<file path="config.mk">
export PLATFORM = sky130hd
export DESIGN_NAME = tdc_hw_stats
export DESIGN_NICKNAME = d
export VERILOG_FILES = /design/src/rtl/tdc_pkg.sv /design/src/rtl/tdc_hw_acc.sv /design/src/rtl/tdc_hw_stats.sv
export SDC_FILE = /design/constraint.sdc
export NUM_CORES = 1
export LEC_CHECK = 0
export CORE_UTILIZATION = 45
export CTS_CLUSTER_DIAMETER = 100
export DETAILED_ROUTE_END_ITERATION = 8
export HOLD_SLACK_MARGIN = 0.15
export PLACE_DENSITY = 0.8
export RECOVER_POWER = 100
export SLEW_MARGIN = 25
export SYNTH_ARGS = -nofsm -noshare
export SYNTH_HDL_FRONTEND = slang
export SYNTH_SLANG_ARGS = --single-unit
</file>
<file path="constraint.sdc">
create_clock -name clk -period 2.57 [get_ports clk]
set_clock_uncertainty 0.15 [all_clocks]
set_input_delay 0.514 -clock clk [delete_from_list [all_inputs] [get_ports clk]]
set_output_delay 0.514 -clock clk [all_outputs]
set_load 0.05 [all_outputs]
</file>
<file path="src/rtl/tdc_pkg.sv">
// tdc_pkg: shared types and defaults for the TDC hamming-weight statistics block
package tdc_pkg;
  localparam int HW_W_DEF = 7;
  localparam int MAX_LOG2_DEF = 10;
  typedef enum logic [1:0] {IDLE, ACC, HOLD} state_t;
  function automatic logic [3:0] clamp_log2(input logic [3:0] w, input int max_log2);
    return (w > 4'(max_log2)) ? 4'(max_log2) : w;
  endfunction
endpackage

</file>
<file path="src/rtl/tdc_hw_acc.sv">
// tdc_hw_acc: running min/max/sum of hamming-weight samples
module tdc_hw_acc import tdc_pkg::*; #(
  parameter int HW_W  = HW_W_DEF,
  parameter int SUM_W = HW_W_DEF + MAX_LOG2_DEF
) (
  input  logic             clk,
  input  logic             rst,
  input  logic             clr,
  input  logic             en,
  input  logic [HW_W-1:0]  sample,
  output logic [HW_W-1:0]  hw_min,
  output logic [HW_W-1:0]  hw_max,
  output logic [SUM_W-1:0] hw_sum
);
  always_ff @(posedge clk) begin
    if (rst || clr) begin
      hw_min <= '1;
      hw_max <= '0;
      hw_sum <= '0;
    end else if (en) begin
      hw_min <= sample < hw_min ? sample : hw_min;
      hw_max <= sample > hw_max ? sample : hw_max;
      hw_sum <= hw_sum + SUM_W'(sample);
    end
  end
endmodule

</file>
<file path="src/rtl/tdc_hw_stats.sv">
// tdc_hw_stats: windowed min/max/sum/mean of TDC hamming-weight samples with a hold-until-ready result
module tdc_hw_stats import tdc_pkg::*; #(
  parameter int HW_W     = HW_W_DEF,
  parameter int MAX_LOG2 = MAX_LOG2_DEF
) (
  input  logic                     clk,
  input  logic                     rst,
  input  logic [HW_W-1:0]          hw_in,
  input  logic                     hw_valid,
  input  logic                     start,
  input  logic [3:0]               win_log2,
  input  logic                     out_ready,
  output logic                     busy,
  output logic                     out_valid,
  output logic [HW_W-1:0]          hw_min,
  output logic [HW_W-1:0]          hw_max,
  output logic [HW_W+MAX_LOG2-1:0] hw_sum,
  output logic [HW_W-1:0]          hw_mean
);
  state_t state, state_nxt;
  logic [MAX_LOG2:0] cnt, target;
  logic [3:0] exp_q;
  logic clr, en, done;
  assign clr = state == IDLE && start;
  assign en = state == ACC && hw_valid;
  assign target = (MAX_LOG2+1)'(1) << exp_q;
  assign done = en && (cnt + (MAX_LOG2+1)'(1)) == target;
  // exponent is latched at start so a changing win_log2 cannot disturb a running window
  always_ff @(posedge clk) begin
    if (rst) begin
      state <= IDLE;
      cnt <= '0;
      exp_q <= '0;
    end else begin
      state <= state_nxt;
      if (clr) begin
        cnt <= '0;
        exp_q <= clamp_log2(win_log2, MAX_LOG2);
      end else if (en) cnt <= cnt + (MAX_LOG2+1)'(1);
    end
  end
  always_comb begin
    state_nxt = state;
    state_nxt = clr ? ACC : done ? HOLD : (state == HOLD && out_ready) ? IDLE : state;
    busy = state == ACC;
    out_valid = state == HOLD;
  end
  tdc_hw_acc #(.HW_W(HW_W), .SUM_W(HW_W + MAX_LOG2)) u_acc (
    .clk(clk),
    .rst(rst),
    .clr(clr),
    .en(en),
    .sample(hw_in),
    .hw_min(hw_min),
    .hw_max(hw_max),
    .hw_sum(hw_sum)
  );
  assign hw_mean = HW_W'(hw_sum >> exp_q);
endmodule

</file>
==> results by group <==
Clocking
  – TritonCTS clock tree: built
  – Clk_lat worst skew: 0.30 ns
  – CTS root buffer: clkbuf_8
  – CTS clock-pin slew for the worst setup and hold paths: 0.09 ns
  – Num CTS Buffers: 5
  – # clock sinks: 48
  – H-tree Lvls: 2
  – Clock Path Buffers: 2

Synth
  – Mux contribution to synthesized area: 12.1%
  – Number of synthesized flops with an enable pin: 0
  – Synth Warn #: 0
  – Synth Area in Adders: 7.79%
  – Post-synthesis xor/xnor area fraction: 7.96%
  – Synth Area in Compound Gates: roughly 17%
  – Syn_nets: 451
  – Top-count cell post-synth: dfxtp_1
  – Top FF cell, synth: dfxtp_1
  – Largest area contributor in the netlist: dfxtp_1
  – Area contributors post-synth: dfxtp_1, ha_1, xnor2_1, mux4_2, mux2i_1
  – Synth top area share: between 20% and 30%
  – Cell area after synthesis: 0.00363 sq mm
  – Ys async rst share: 0%
  – #FFs+latches synth: 48
  – Mean Syn Cell Area: 8.79 sq um
  – Commonest cells in the synthesized netlist: dfxtp_1, nor2_1, nand2_1
  – Simple-Gate Fraction of Synth Area: 22.8%
  – Synth Instances: a little over 400
  – Sequential-to-total area share from yosys stat: a little over a quarter
  – Largest family of logic cells by synthesized area: simple AND/OR/NAND/NOR gates
  – Yosys cell types: 61

STA
  – Worst-Margin Slew: 0.546 ns
  – Fmax: 0.376 GHz
  – Final slew viol count: 0
  – Fin crit period: 2.66 ns
  – Final period utilization: 104%
  – Final setup vio count: 2
  – WHS: 0.353 ns
  – Relative slew slack: 63.6%
  – Final Hold Viols: 0
  – Worst setup margin: -0.0926 ns
  – Fin Setup TNS: -0.141 ns
  – RSZ-0062 raised after global routing: true

Floorplan
  – Die Width: 91.8 um
  – Die ar.: around 0.0084 sq mm
  – Core Area: 0.00777 sq mm
  – Starting Density: 46.7%
  – IO Count: 56
  – Chip height: 91.8 um
  – Rows: 32

Cells and area
  – Final Core Density: 61.5%
  – Layout Nets: 536
  – Fraction of layout cells with a size suffix above 1: 21.4%
  – Layout area overhead: 31.5%
  – # diodes: 0

Power and ir drop
  – Comb power frac: 27.2%
  – Clock share of power: 27.2%
  – Internal power: approximately 1.2 mW
  – NetSw: 0.535 mW
  – Power Density: between 300 and 400 mW/mm^2
  – Static leakage: 1.90 nW
  – Sw Share: 31.1%
  – Sequential Power Share: 45.6%
  – Max rail drop VDD: 0.000178 V

Outcome
  – Failing checks: negative setup slack
  – Status: finished with violations

Setup path
  – WP data required: ~1.9 ns
  – R2r setup slk: between 0.15 and 0.2 ns
  – CP Max Fanout: 6
  – Nature of the critical path endpoint: primary output
  – Critical path type: register to primary output
  – Crit path launch type: register
  – Crit path DAT: 2.00 ns

Global route
  – First-pass GRT wire length: between 15000 and 20000 um
  – Vias in the first global route: 3246
  – Pin count of the biggest net entering global routing: 28
  – Initial antenna violation count: 0
  – GRT overflow: 0
  – Gr usage total: 22.8%

Detailed routing
  – Via-per-instance ratio: 5.70
  – Routed wire length: 9280 um
  – DRC viols: 0
  – First-pass DRT Iterations: 5
  – Post-route ant nets: 0
  – Iter 0 DRT Violations: 182
  – Via count: 3427
  – Routed WL per cell: 15.4 um

Flow run
  – Max-Cap Viols: 0

Place
  – RePlAce Congestion: 0.850
  – Hpwl dp: 6620 um
  – Number of port buffers: 55

Min path
  – Hold/Removal Path Class: register to register
[through the flow]
| stage | setup slack, ns | std cells | instance area, sq um | power (mW) |
|---|---|---|---|---|
| floorplan | -0.0275 | 413 | 3650 | 1.08 |
| global placement | -0.486 | 582 | 4500 | 1.23 |
| detailed placement | -0.604 | 582 | 4500 | 1.24 |
| CTS | -0.0955 | 600 | 4770 | 1.74 |
| global route | -0.142 | 601 | 4770 | 1.80 |
| finish | -0.0926 | 601 | 4770 | 1.72 |
[cell families (layout without fill, tap and decap cells)]
group	Yosys count	count (layout)
AO/OA/AOI/OAI	87	87
AND/OR/NAND/NOR	144	144
multiplexers	31	31
buffers and inverters	48	134
XOR/XNOR	33	33
adder cells (fa/ha/maj)	22	22
flip-flops	48	48
[final timing paths]
kind | from | endpoint | depth (start not counted)
max | exp_q[0]$_SDFFE_PP0P_ | hw_mean[0] | 4
min | cnt[1]$_SDFFE_PP0P_ | cnt[1]$_SDFFE_PP0P_ | 2
max reg2reg | u_acc.hw_sum[0]$_SDFFE_PP0P_ | u_acc.hw_sum[14]$_SDFFE_PP0P_ | 10
min reg2reg | cnt[1]$_SDFFE_PP0P_ | cnt[1]$_SDFFE_PP0P_ | 2
[layout by cell type (no fill, tap or decap), types with 3 or more instances in the layout]
cell type,instances
dfxtp_1,44
buf_4,42
nor2_1,37
dlygate4sd3_1,35
nand2_1,32
xnor2_1,26
ha_1,21
inv_1,20
a21oi_1,18
mux2i_1,16
nor3_1,13
o211ai_1,12
mux4_2,10
nand3_1,10
clkdlybuf4s50_1,10
o21ai_0,9
o21a_1,8
xor2_1,7
nor2b_1,6
clkbuf_8,6
o21ai_1,5
a211oi_1,5
a21o_1,5
clkbuf_1,5
buf_6,5
nand2b_1,4
a31oi_1,4
nand4_1,4
or3_1,4
nor4b_2,4
nand3b_1,3
o22ai_2,3
o21ai_2,3
and4_1,3
and4bb_2,3
[layer usage]
layer	vias up	part of all wire (%)	global-route usage, %
li1	1662	-	-
met1	1629	45	30.6
met2	124	47	37.7
met3	12	6.1	3.73
met4	0	1.5	6.51
met5	-	0	0
[power groups by stage]
stage | logic, mW | registers (mW) | clock network, mW
after floorplan | 0.256 | 0.828 | 0
after global placement | 0.430 | 0.800 | 0
after detailed placement | 0.439 | 0.801 | 0
after CTS | 0.467 | 0.784 | 0.488
after global routing | 0.505 | 0.787 | 0.510
final | 0.468 | 0.784 | 0.468
[sequential cells by signal (all words and copies together), names as in the netlist]
register and flops:
state 2, cnt 11, u_acc.hw_min 7, exp_q 4, u_acc.hw_sum 17, u_acc.hw_max 7
[worst max-delay path, stage by stage, from the launching register on]
cell	delay, ns
dfxtp_4	0.38
buf_12	0.12
mux4_2	0.52
mux4_2	0.51
buf_8	0.17
[what timing repair did]
action	4_1_cts	5_1_grt
gates cloned	2	0
hold buffers	0	0
setup endpoints to repair	11	11
pin swaps	5	5
resized for setup	22	14
buffers inserted	8	1
[cell type report]
class	instances	area [sq um]
fillers	654	2990
multi-input cells	317	2520
repair buffers	105	981
flip-flops and latches	48	971
well taps	102	128
clock buffers	8	90.1
inverters	21	78.8
No activity file was read; power rests on OpenSTA's default activity.
